### src/rtl/pla_sweep_controller.sv
// Sweeps input vectors over two PLA netlists sharing one input bus, counts ones
// and mismatches, and streams mismatching vectors out over a valid/ready port.
module pla_sweep_controller #(
  parameter int NI     = 21,
  parameter int SETTLE = 2,
  parameter int CNT_W  = 22
) (
  input  logic             clk,
  input  logic             rst_n,
  input  logic             start,
  input  logic             abort,
  input  logic [NI-1:0]    base,
  input  logic [CNT_W-1:0] count,
  output logic [NI-1:0]    x_out,
  input  logic             y_a,
  input  logic             y_b,
  output logic             busy,
  output logic             done,
  output logic [CNT_W-1:0] ones_cnt,
  output logic [CNT_W-1:0] mism_cnt,
  output logic             first_mism_vld,
  output logic [NI-1:0]    first_mism_vec,
  output logic             ev_valid,
  input  logic             ev_ready,
  output logic [NI-1:0]    ev_vec
);

  typedef enum logic [1:0] {
    ST_IDLE   = 2'd0,
    ST_SETTLE = 2'd1,
    ST_SAMPLE = 2'd2,
    ST_DONE   = 2'd3
  } state_t;

  localparam logic [3:0]       TIMER_INIT = 4'(SETTLE - 1);
  localparam logic [CNT_W-1:0] CNT_ONE    = CNT_W'(1);

  state_t           state_q, state_d;
  logic [NI-1:0]    x_q, x_d;
  logic [3:0]       timer_q, timer_d;
  logic [CNT_W-1:0] rem_q, rem_d;
  logic [CNT_W-1:0] ones_q, ones_d;
  logic [CNT_W-1:0] mism_q, mism_d;
  logic             fmv_q, fmv_d;
  logic [NI-1:0]    fmvec_q, fmvec_d;
  logic             evv_q, evv_d;
  logic [NI-1:0]    evvec_q, evvec_d;

  logic slot_free;
  logic commit;
  logic mismatch;
  logic launch;
  logic last_vec;

  // A sample only commits when its possible mismatch event has somewhere to go.
  assign slot_free = !evv_q || ev_ready;
  assign commit    = (state_q == ST_SAMPLE) && !abort && slot_free;
  assign mismatch  = y_a ^ y_b;
  assign launch    = (state_q == ST_IDLE) && start;
  assign last_vec  = (rem_q == CNT_ONE);

  function automatic logic [CNT_W-1:0] sat_inc(input logic [CNT_W-1:0] v);
    return (&v) ? v : v + CNT_ONE;
  endfunction

  // State register
  always_ff @(posedge clk or negedge rst_n) begin
    if (!rst_n) begin
      state_q <= ST_IDLE;
    end else begin
      state_q <= state_d;
    end
  end

  // Next-state logic
  always_comb begin
    state_d = state_q;
    case (state_q)
      ST_IDLE: begin
        if (start) begin
          state_d = (count == '0) ? ST_DONE : ST_SETTLE;
        end
      end
      ST_SETTLE: begin
        if (abort) begin
          state_d = ST_IDLE;
        end else if (timer_q == 4'd0) begin
          state_d = ST_SAMPLE;
        end
      end
      ST_SAMPLE: begin
        if (abort) begin
          state_d = ST_IDLE;
        end else if (slot_free) begin
          state_d = last_vec ? ST_DONE : ST_SETTLE;
        end
      end
      ST_DONE: begin
        state_d = ST_IDLE;
      end
      default: begin
        state_d = ST_IDLE;
      end
    endcase
  end

  // FSM outputs
  always_comb begin
    busy = (state_q != ST_IDLE);
    done = (state_q == ST_DONE);
  end

  // Datapath next values
  always_comb begin
    x_d     = x_q;
    timer_d = timer_q;
    rem_d   = rem_q;
    ones_d  = ones_q;
    mism_d  = mism_q;
    fmv_d   = fmv_q;
    fmvec_d = fmvec_q;
    evv_d   = evv_q;
    evvec_d = evvec_q;

    // Consumer handshake retires the pending event; a same-cycle load overrides below.
    if (evv_q && ev_ready) begin
      evv_d = 1'b0;
    end

    if (launch) begin
      ones_d = '0;
      mism_d = '0;
      if (count != '0) begin
        x_d     = base;
        rem_d   = count;
        timer_d = TIMER_INIT;
        fmv_d   = 1'b0;
        evv_d   = 1'b0;
      end
    end

    if (state_q == ST_SETTLE && !abort && timer_q != 4'd0) begin
      timer_d = timer_q - 4'd1;
    end

    if (commit) begin
      if (y_a) begin
        ones_d = sat_inc(ones_q);
      end
      if (mismatch) begin
        mism_d  = sat_inc(mism_q);
        evv_d   = 1'b1;
        evvec_d = x_q;
        if (!fmv_q) begin
          fmv_d   = 1'b1;
          fmvec_d = x_q;
        end
      end
      rem_d = rem_q - CNT_ONE;
      if (!last_vec) begin
        x_d     = x_q + 1'b1;
        timer_d = TIMER_INIT;
      end
    end

    // Abort leaves x_out and the counters where they are but drops the event.
    if (abort && state_q != ST_IDLE) begin
      evv_d = 1'b0;
    end
  end

  // Datapath registers
  always_ff @(posedge clk or negedge rst_n) begin
    if (!rst_n) begin
      x_q     <= '0;
      timer_q <= '0;
      rem_q   <= '0;
      ones_q  <= '0;
      mism_q  <= '0;
      fmv_q   <= 1'b0;
      fmvec_q <= '0;
      evv_q   <= 1'b0;
      evvec_q <= '0;
    end else begin
      x_q     <= x_d;
      timer_q <= timer_d;
      rem_q   <= rem_d;
      ones_q  <= ones_d;
      mism_q  <= mism_d;
      fmv_q   <= fmv_d;
      fmvec_q <= fmvec_d;
      evv_q   <= evv_d;
      evvec_q <= evvec_d;
    end
  end

  assign x_out          = x_q;
  assign ones_cnt       = ones_q;
  assign mism_cnt       = mism_q;
  assign first_mism_vld = fmv_q;
  assign first_mism_vec = fmvec_q;
  assign ev_valid       = evv_q;
  assign ev_vec         = evvec_q;

endmodule

### config.mk
export PLATFORM = sky130hd
export DESIGN_NAME = pla_sweep_controller
export DESIGN_NICKNAME = d
export VERILOG_FILES = /design/src/rtl/pla_sweep_controller.sv
export SDC_FILE = /design/constraint.sdc
export NUM_CORES = 1
export LEC_CHECK = 0
export ABC_AREA = 1
export CAP_MARGIN = 10
export CORE_ASPECT_RATIO = 1.5
export CORE_MARGIN = 1.5
export CORE_UTILIZATION = 30
export DETAILED_ROUTE_END_ITERATION = 10
export GPL_ROUTABILITY_DRIVEN = 0
export SYNTH_ARGS = -nofsm -noshare
export SYNTH_HDL_FRONTEND = slang
export SYNTH_SLANG_ARGS = --single-unit
### constraint.sdc
create_clock -name clk -period 2.75 [get_ports clk]
set_clock_uncertainty 0.1 [all_clocks]
set_input_delay 0.55 -clock clk [delete_from_list [all_inputs] [get_ports clk]]
set_output_delay 0.55 -clock clk [all_outputs]
set_load 0.01 [all_outputs]
==> Word level (Yosys, flattened, before mapping) <==
Index checks and enable logic that the tools add are counted.
{ "word_totals": {"register_bits": 137, "latch_bits": 0, "ram_bits": 0, "mem_bits_ro": 0, "input_bits": 50, "output_inout_bits": 111, "word_cells": 89, "memories": 0} }
{ "op_classes": {"n_addsub": 5, "multipliers": 0, "n_div": 0, "order_cmp": 0, "n_eq_ne": 9, "n_shift": 0, "mux": 39, "n_bitwise": 2, "reduce_logical": 24} }
{ "ops": {"columns": ["op", "count"], "rows": [
  ["$mux 22", 11],
  ["$mux 21", 4],
  ["$add 22x1->22 const B", 2],
  ["$reduce_and 22->1", 2],
  ["$eq 22x1->1 const B", 1],
  ["$logic_not 22->1", 1],
  ["$reduce_bool 22->1", 1],
  ["$sub 22x1->22 const B", 1],
  ["$add 21x1->21 const B", 1],
  ["$mux 4", 5],
  ["$mux 2", 7],
  ["$ne 3x3->1 const B", 4],
  ["$mux 1", 11],
  ["$pmux 2 s4", 1],
  ["$logic_and 1x1->1", 7],
  ["$reduce_and 3->1", 2],
  ["$reduce_bool 2->1", 3],
  ["$eq 2x2->1 const B", 2],
  ["$logic_not 4->1", 1],
  ["$reduce_and 2->1", 2],
  ["$reduce_bool 4->1", 1],
  ["$sub 4x1->4 const B", 1],
  ["$eq 2x1->1 const B", 1],
  ["$logic_not 1->1", 2],
  ["other kinds (5)", 5]
]} }

==> Depth between registers and ports, before layout <==
Gate-level depths: netlist of the first run.
{ "logic_depth": {"word_depth": 7, "depth_mapped": 13, "ltp_nobuf": 11} }

==> Worst setup path after synthesis of the first run <==
No wires, ideal clock.
{ "synth_path": {"path_kind": "input to register", "start": "input port y_a", "end": "register fmvec_q[16] (netlist: first_mism_vec[16])", "arrival_time_ps": 1627, "t_required_ps": 2530, "setup_slack_ps": 903, "stages": 11, "n_path_buf": 3, "path_cell_list": "buf_4 inv_2 nand2_1 nand2_1 inv_2 nand2_2 or2_1 buf_6 buf_6 nand2_1 o21ai_2"} }
{ "synth_via": {"elab_chain_cells": 2} }
{ "synth_lines": {"columns": ["item", "line_no", "source"], "rows": [
  ["start, declared", "15", "input logic y_a,"],
  ["$xor 1x1->1", "58", "assign mismatch = y_a ^ y_b;"],
  ["$reduce_and 3->1 (no line)", null, null],
  ["end signal, assigned", "191", "fmvec_q <= fmvec_d;"],
  ["end, declared", "45", "logic [NI-1:0] fmvec_q, fmvec_d;"]
]} }
No other way between the ends.
A chain may end at the register's enable or synchronous reset.

==> Final worst setup path of the first run <==
{ "layout_path": {"start": "register state_q[0]", "end": "output port busy"} }
{ "layout_via": {"elab_chain_cells": 1} }
{ "layout_lines": {"columns": ["item", "line_no", "source"], "rows": [
  ["start, declared", "38", "state_t state_q, state_d;"],
  ["start signal, assigned", "71", "state_q <= state_d;"],
  ["$reduce_bool 2->1", "109", "busy = (state_q != ST_IDLE);"],
  ["end, declared", "17", "output logic busy,"]
]} }
No other way between the ends.

==> results of run 1 <==
[how the worst min path moves through the flow]
| stage | startpoint | end | cells past startpoint |
|---|---|---|---|
| after floorplan | rst_n | ev_valid | 0 |
| after global routing | ev_vec[2] | ev_vec[2] | 2 |
| final | first_mism_vec[13] | first_mism_vec[13] | 2 |
| after detailed placement | first_mism_vec[13] | first_mism_vec[13] | 2 |
| after global placement | ev_vec[4] | ev_vec[4] | 2 |
| after CTS | first_mism_vec[13] | first_mism_vec[13] | 2 |
[worst max-delay path: stages (launching register included)]
cell	delay [ps]
dfrtp_1	450
nor2_1	260
inv_1	120
clkdlybuf4s50_1	520
[cell usage after synthesis (15+ instances only)]
master | n | share of area, %
nand2_1 | 370 | 17
nand3_1 | 183 | 11
dfrtp_1 | 137 | 41
inv_1 | 126 | 5.7
nor2_1 | 124 | 5.6
o21ai_0 | 56 | 3.4
nand4_1 | 23 | 1.7
o21ai_2 | 21 | 2.2
nor3_1 | 20 | 1.2
a21oi_1 | 18 | 1.1
buf_2 | 18 | 1.1
xor2_1 | 15 | 1.6
[cell usage in the layout (no fill, tap or decap), types with 21 or more instances in the layout]
cell type	count
nand2_1	370
nand3_1	183
clkdlybuf4s50_1	159
dfrtp_1	137
inv_1	126
nor2_1	124
o21ai_0	56
nand4_1	23
buf_4	22
o21ai_2	21
[layer usage]
metal	vias to the layer above	part of all wire (%)	GRT usage, %
met5	-	0	0
met2	260	52	33.89
met1	3909	40	20.53
li1	4188	-	-
met4	0	3.9	9.673
met3	75	4.8	3.599
[state kept, by name (all words and copies together), names as in the netlist]
| register | flops |
|---|---|
| x_out | 21 |
| first_mism_vec | 21 |
| rem_q | 22 |
| state_q | 2 |
| ev_vec | 21 |
| ones_cnt | 22 |
| ev_valid | 1 |
| first_mism_vld | 1 |
| mism_cnt | 22 |
| timer_q | 4 |
[repair_timing]
action,CTS,global route
endpoints found under the setup margin,0,0
setup buffers,0,0
hold endpoints to repair,45,0
hold buffers,1,0
[report_power, final]
part           total (mW)  internal (mW)  switching [mW]
combinational        4.09           1.81            2.28
clock                2.40           1.47           0.925
sequential           3.39           2.70           0.689
total                9.88           5.98            3.90
[final cells by class]
class	count	area (sq um)	area share, %
clock inverter	11	146.4	1.336
multi-input combinational	887	4161	37.98
tap	342	427.9	3.905
timing repair buffer	186	1838	16.77
sequential	137	3428	31.29
clock buffer	21	460.4	4.202
inverter	132	495.5	4.522
[logic make-up after synthesis]
group	share of synthesized area [%]
AO/OA/AOI/OAI	7.858
XOR/XNOR	2.323
adder cells (fa/ha/maj)	0.9050
buffers and inverters	8.507
flip-flops	41.33
AND/OR/NAND/NOR	39.08
==> qor.yml, run 1 <==
cts_made_buffers: 17
diodes: 0
power_leakage_nw: 5.106
total_power_mw: 9.882
grt_max_degree: 52
final_cells: 1716
postRouteAntennaNets: 0
grt_pass1_vias: 8345
dpl-instance-area_sq_mm: 0.01034
hp-class: "reg -> reg"
die_y_um: 206.7
cts.repair.resized: 0
post_drt_wl_per_cell_um: 15.23
post-route-period-util_pct: 89.14
synth_edf_count: 0
path_clk_slew_ps: 60
syn_inst: 1194
area_delta_synth_final_pct: 32.10
drc_errors: 0
crit_required_ps: 2100
vias_per_cell: 4.914
ir_drop_v: 0.0005724
drtIter0Drc: 507
start_kind: "register"
rrSetupSlack_ps: 640
drt_wl_total_um: 26130
timing.hold.ws_ps: 379.0
timing.critical_path.from: "state_q[0]"
p_per_area_mw_per_mm2: 901.8
clockBufferDepth: 2
fillers: 2868
port_buffers: 160
status: "finished, final reports clean"
synth_cell_types: 37
clk_latency_ps: 440
antenna_found_initial: 0
maxSlewHeadroom_pct: 49.63
tightest_slew_ps: 754.8
die_area_sq_mm: 0.02868
htree_levels: 4
hpwl_um: 19560
start_util_pct: 30.47
final_nets: 1417
end_kind: "primary output"
fin_setup_tns_ps: 0
drive_gt1_share_pct: 7.205
gr-total-overflow: 0
r2r_start: "ones_cnt[0]"
fp-row-count: 74
critPathMaxFanout: 5
syn_area_sq_mm: 0.008295
ys.flop_type: "dfrtp_1"
yosysWarnings: 0
async_reset_ff_share_pct: 100.0
synth-seq-area-share_pct: 41.33
fp.dieW_um: 138.8
maxCapViolations: 0
slew_viol_final: 0
ctsRootBufferMaster: "clkbuf_16"
vias: 8432
core_sq_mm: 0.02722
synth_seq_cells: 137
fin_util_pct: 40.26
setup_viol: 0
finalHoldViolCount: 0
cts_tree: "built"
critPathArrivalTime_ps: 1800
grt_use_total_pct: 18.59
cts_sinks: 137
pin_count: 161
design_area_sq_mm: 0.01096
fin_ws_ps: 298.7
firstDrtPassIters: 5
endpoint: "busy"
synthesis.nets: 1250
dp_worst_setup_slack_ps: 63.62
ff2ff_path_depth: 9
grt_pass1_wl_um: 42370
path_class: "reg -> out"
synth.avg_cell_area_sq_um: 6.948
fin_crit_ps: 2451
grt_setup_unrepaired: "false"
place_inst: 1683
max_freq_ghz: 0.4079
regToRegEndpoint: "ones_cnt[13]"
No activity file was read; power rests on OpenSTA's default activity.
==> run 2, diff against run 1 <==
Settings changed: ABC_AREA 1 to not set, CORE_ASPECT_RATIO 1.5 to 0.7.
==> run 2 against run 1 <==
Compared with the run above: first-iteration DRC count shrank 0.99%; highest routed layer unchanged; non-clock buffer count rose by 43; critical endpoint is now x_out[17]; sequential power down 1%; critical path depth up 5.
==> qor.yml, run 2 <==
final_nets: 1024
die_y_um: 132.8
end_kind: "register"
synth.area.top_cells: "dfrtp_1 (47%), nand2_1 (5.6%), mux2_2 (3.6%), nor3_1 (2.8%), nor2_1 (2.8%)"
firstDrtPassIters: 5
drive_gt1_share_pct: 15.60
cts_made_buffers: 17
grt_use_total_pct: 19.28
final_cells: 1301
grt_pass1_vias: 6505
tightest_slew_ps: 561.6
drc_errors: 0
area_delta_synth_final_pct: 41.74
ir_drop_v: 0.0004107
synth_largest_area_cell: "dfrtp_1"
synth_top_area_share_pct: 47.47
crit_required_ps: 2950
start_util_pct: 30.55
setup_viol: 0
hp-class: "in -> async"
yosysWarnings: 0
antenna_found_initial: 2
synth.avg_cell_area_sq_um: 9.490
cp_top_family: "simple AND/OR/NAND/NOR gates"
post_cts_buffers: 0
drt_wl_total_um: 24020
ctsRootBufferMaster: "clkbuf_16"
gr-total-overflow: 0
maxCapViolations: 0
drtIter0Drc: 502
critical-path-slowest-cell: "clkdlybuf4s50_1"
synth_most_common_cell: "dfrtp_1"
place_inst: 1267
synth_cell_types: 72
vias: 6923
syn_area_sq_mm: 0.007222
slew_viol_final: 0
fp-row-count: 47
ys.flop_type: "dfrtp_1"
core_sq_mm: 0.02364
async_reset_ff_share_pct: 100.0
max_freq_ghz: 0.3961
post-route-period-util_pct: 91.80
fin_setup_tns_ps: 0
synth_edf_count: 0
grt_max_degree: 54
critPathBufInv: 3
max_stage_delay_ps: 450
grt_setup_unrepaired: "false"
synth-seq-area-share_pct: 47.47
htree_levels: 4
clockBufferDepth: 2
post_drt_wl_per_cell_um: 18.46
fillers: 2348
critPathArrivalTime_ps: 2730
port_buffers: 160
yosys-top-cells-count: "dfrtp_1 (137), nand2_1 (107), nor2_1 (53), nor3_1 (41), nand3_1 (32)"
p_per_area_mw_per_mm2: 884.6
cts_hold_buf: 0
synthesis.nets: 817
status: "finished, final reports clean"
clk_latency_ps: 430
power_leakage_nw: 4.139
syn_inst: 761
maxSlewHeadroom_pct: 62.56
vias_per_cell: 5.321
finalHoldViolCount: 0
layout_commonest_cell: "clkdlybuf4s50_1"
start_kind: "primary input"
path_class: "in -> reg"
path_clk_slew_ps: 60
cts_sinks: 137
pin_count: 161
die_area_sq_mm: 0.02503
critPathMaxFanout: 23
layout_common_cells: "clkdlybuf4s50_1 (159), dfrtp_1 (137), nand2_1 (107)"
grt_pass1_wl_um: 37860
path_cells: "clkdlybuf4s50_1, nor4_1, buf_4, nand4_1, o21ai_2, buf_12, o22ai_1, nor3_1"
fp.dieW_um: 188.4
postRouteAntennaNets: 0
hpwl_um: 17460
cts_tree: "built"
synth_seq_cells: 137
fin_crit_ps: 2525
cts.repair.resized: 0
==> run 2: stage by stage <==
stage               instance area, sq um  setup slack, ps  power, mW  utilization (%)  hold slack (ps)
global placement                    9678           -141.6      6.825            40.94            362.1
floorplan                           7222            589.3      4.871                -            154.4
global route                       10230            83.83      9.594            43.29            26.30
detailed placement                  9678           -167.2      6.871            40.94            362.5
CTS                                10230            245.9      9.114            43.28            15.37
finish                             10240            225.5      9.055            43.30            4.628
==> run 2: final timing paths <==
path / startpoint / to / slack [ps] / depth (start not counted)
max: count[20] / x_out[17] / 230 / 8
min: rst_n / ones_cnt[18] / 5 / 1
max reg2reg: rem_q[1] / rem_q[20] / 250 / 7
min reg2reg: ev_vec[2] / ev_vec[2] / 370 / 2
max in group asynchronous: rst_n / rem_q[18] / 1860 / 2
min in group clk: ev_vec[2] / ev_vec[2] / 370 / 2
==> run 2: area by class of cell <==
cell class	instances	area [sq um]	area share, %
tap	318	397.9	3.887
timing repair buffer	229	2221	21.70
antenna	2	5.005	0.04889
sequential	137	3428	33.49
multi-input combinational	567	3571	34.89
clock buffer	18	439.2	4.290
inverter	16	60.06	0.5867
clock inverter	14	113.9	1.112
==> run 2: logic make-up after synthesis <==
family	synth area share [%]
adder cells (fa/ha/maj)	1.039
AO/OA/AOI/OAI	17.74
multiplexers	5.665
XOR/XNOR	0.3639
flip-flops	47.47
buffers and inverters	3.292
AND/OR/NAND/NOR	24.43
==> run 2: report_power, final <==
part / total, mW / internal [mW] / switching (mW)
registers: 3.34 / 2.65 / 0.695
clock network: 2.19 / 1.20 / 0.993
logic: 3.52 / 1.81 / 1.71
==> run 2: layer usage <==
layer  GRT usage (%)  vias to the layer above  routed length, um  part of all wire, %
met1           30.30                     3413              12540                   52
met5               0                        -                  0                    0
li1                -                     3301                  -                    -
met2           26.41                      200              10150                   42
met4           4.365                        0                134                 0.56
met3           4.111                        9               1196                  5.0
==> run 3, diff against run 2 <==
Settings changed: REMOVE_ABC_BUFFERS set to 1, TNS_END_PERCENT set to 10.
Clock period 2.75 ns to 3 ns, I/O delays scaled along.
==> run 3 against run 2 <==
Compared with the run above: first-iteration DRC count decreased by 3.6%; core utilization shrank 0.92 points; sequential power shrank 7.2%; via count shrank 2.4%; final cell count fell by 2.4%; hold slack better by 73 ps; clock power about the same; critical path depth shrank 1; cell area shrank 2.1%; worst setup slack better by 140 ps; global-route usage is 0.65 points lower; routed wire length fell by 4.4%; largest cell class unchanged.
==> qor.yml, run 3 (same netlist as run 2, synthesis figures left out) <==
drive_gt1_share_pct: 12.92
gr-total-overflow: 0
ff2ff_path_depth: 7
pin_count: 161
grt_pass1_vias: 6381
cts_made_buffers: 17
critPathMaxFanout: 7
cp.depth: 7
post_cts_buffers: 0
finalHoldViolCount: 0
tightest_slew_ps: 861.0
cts_sinks: 137
drc_errors: 0
vias: 6757
grt_use_total_pct: 18.63
critPathArrivalTime_ps: 2820
cts_tree: "built"
path_cells: "inv_1, ha_1, or4b_1, nor4_1, and4_1, and3_1, nor3_1"
end_kind: "register"
path_class: "reg -> reg"
ctsRootBufferMaster: "clkbuf_16"
antenna_found_initial: 0
power_leakage_nw: 4.011
layout_common_cells: "clkdlybuf4s50_1 (159), dfrtp_1 (137), nand2_1 (107)"
crit_required_ps: 3190
path_clk_slew_ps: 70
area_delta_synth_final_pct: 38.74
post_drt_wl_per_cell_um: 18.09
firstDrtPassIters: 5
status: "finished, final reports clean"
maxSlewHeadroom_pct: 42.07
hpwl_um: 16550
critPathBufInv: 1
hp-class: "in -> async"
cts.repair.resized: 0
fp-row-count: 47
max_stage_delay_ps: 550
drt_wl_total_um: 22970
max_freq_ghz: 0.3793
die_area_sq_mm: 0.02503
cp_top_family: "simple AND/OR/NAND/NOR gates"
fin_crit_ps: 2636
setup_viol: 0
start_util_pct: 30.55
core_sq_mm: 0.02364
grt_max_degree: 65
postRouteAntennaNets: 0
fin_util_pct: 42.38
maxCapViolations: 0
fin_setup_tns_ps: 0
final_nets: 995
ir_drop_v: 0.0003716
grt_setup_unrepaired: "false"
fp.dieW_um: 188.4
vias_per_cell: 5.320
cts_hold_buf: 0
layout_commonest_cell: "clkdlybuf4s50_1"
die_y_um: 132.8
clk_latency_ps: 420
post-route-period-util_pct: 87.88
port_buffers: 160
grt_pass1_wl_um: 36740
critical-path-slowest-cell: "or4b_1"
diodes: 0
p_per_area_mw_per_mm2: 827.7
slew_viol_final: 0
htree_levels: 4
clockBufferDepth: 2
start_kind: "register"
drtIter0Drc: 484
## run 3: cell types whose count changed in the layout (fill, tap and decap cells not counted), moves of 2 or more
cell,change
buf_4,-24
inv_6,-2
clkinvlp_4,-3
buf_12,-5
clkinv_2,+2
diode_2,-2
bufinv_16,+3
## run 3: cell type report
type	count	area [sq um]
flip-flops and latches	137	3428
repair buffers	200	1941
multi-input cells	567	3585
fillers	2321	13620
clock buffers	19	442.9
clock inverters	13	165.2
inverters	16	60.06
well taps	318	397.9
## run 3: metrics by stage
step,hold WS [ps],instance area (sq um),total power [mW],worst slack (ps),std cells
final,77.92,10020,8.293,363.7,1270
after global routing,112.0,10020,8.795,196.0,1270
after CTS,91.76,10020,8.350,397.7,1270
after detailed placement,363.9,9412,6.100,-0.1401,1238
after global placement,359.1,9412,6.059,42.93,1238
after floorplan,204.4,7044,4.405,-312.0,720
## run 3: power by group
group          internal [mW]  switching (mW)  leakage (nW)
logic                   1.53            1.45          1.97
clock network           1.34           0.865         0.304
registers               2.43           0.674          1.74
## run 3: final timing paths
kind | start | end | slack [ps]
worst max register to register | rem_q[0] | rem_q[20] | 360
min in group clk | ev_vec[12] | ev_vec[12] | 370
worst min register to register | ev_vec[12] | ev_vec[12] | 370
worst min-delay path | rst_n | first_mism_vec[12] | 80
worst max-delay path | rem_q[0] | rem_q[20] | 360
max in group asynchronous | rst_n | ones_cnt[17] | 1980
## run 3: per-layer routing
metal  wire, um  GRT usage, %
met3       1408         4.244
met5          0             0
met4        153         3.527
met1      11810         28.80
met2       9594         26.27
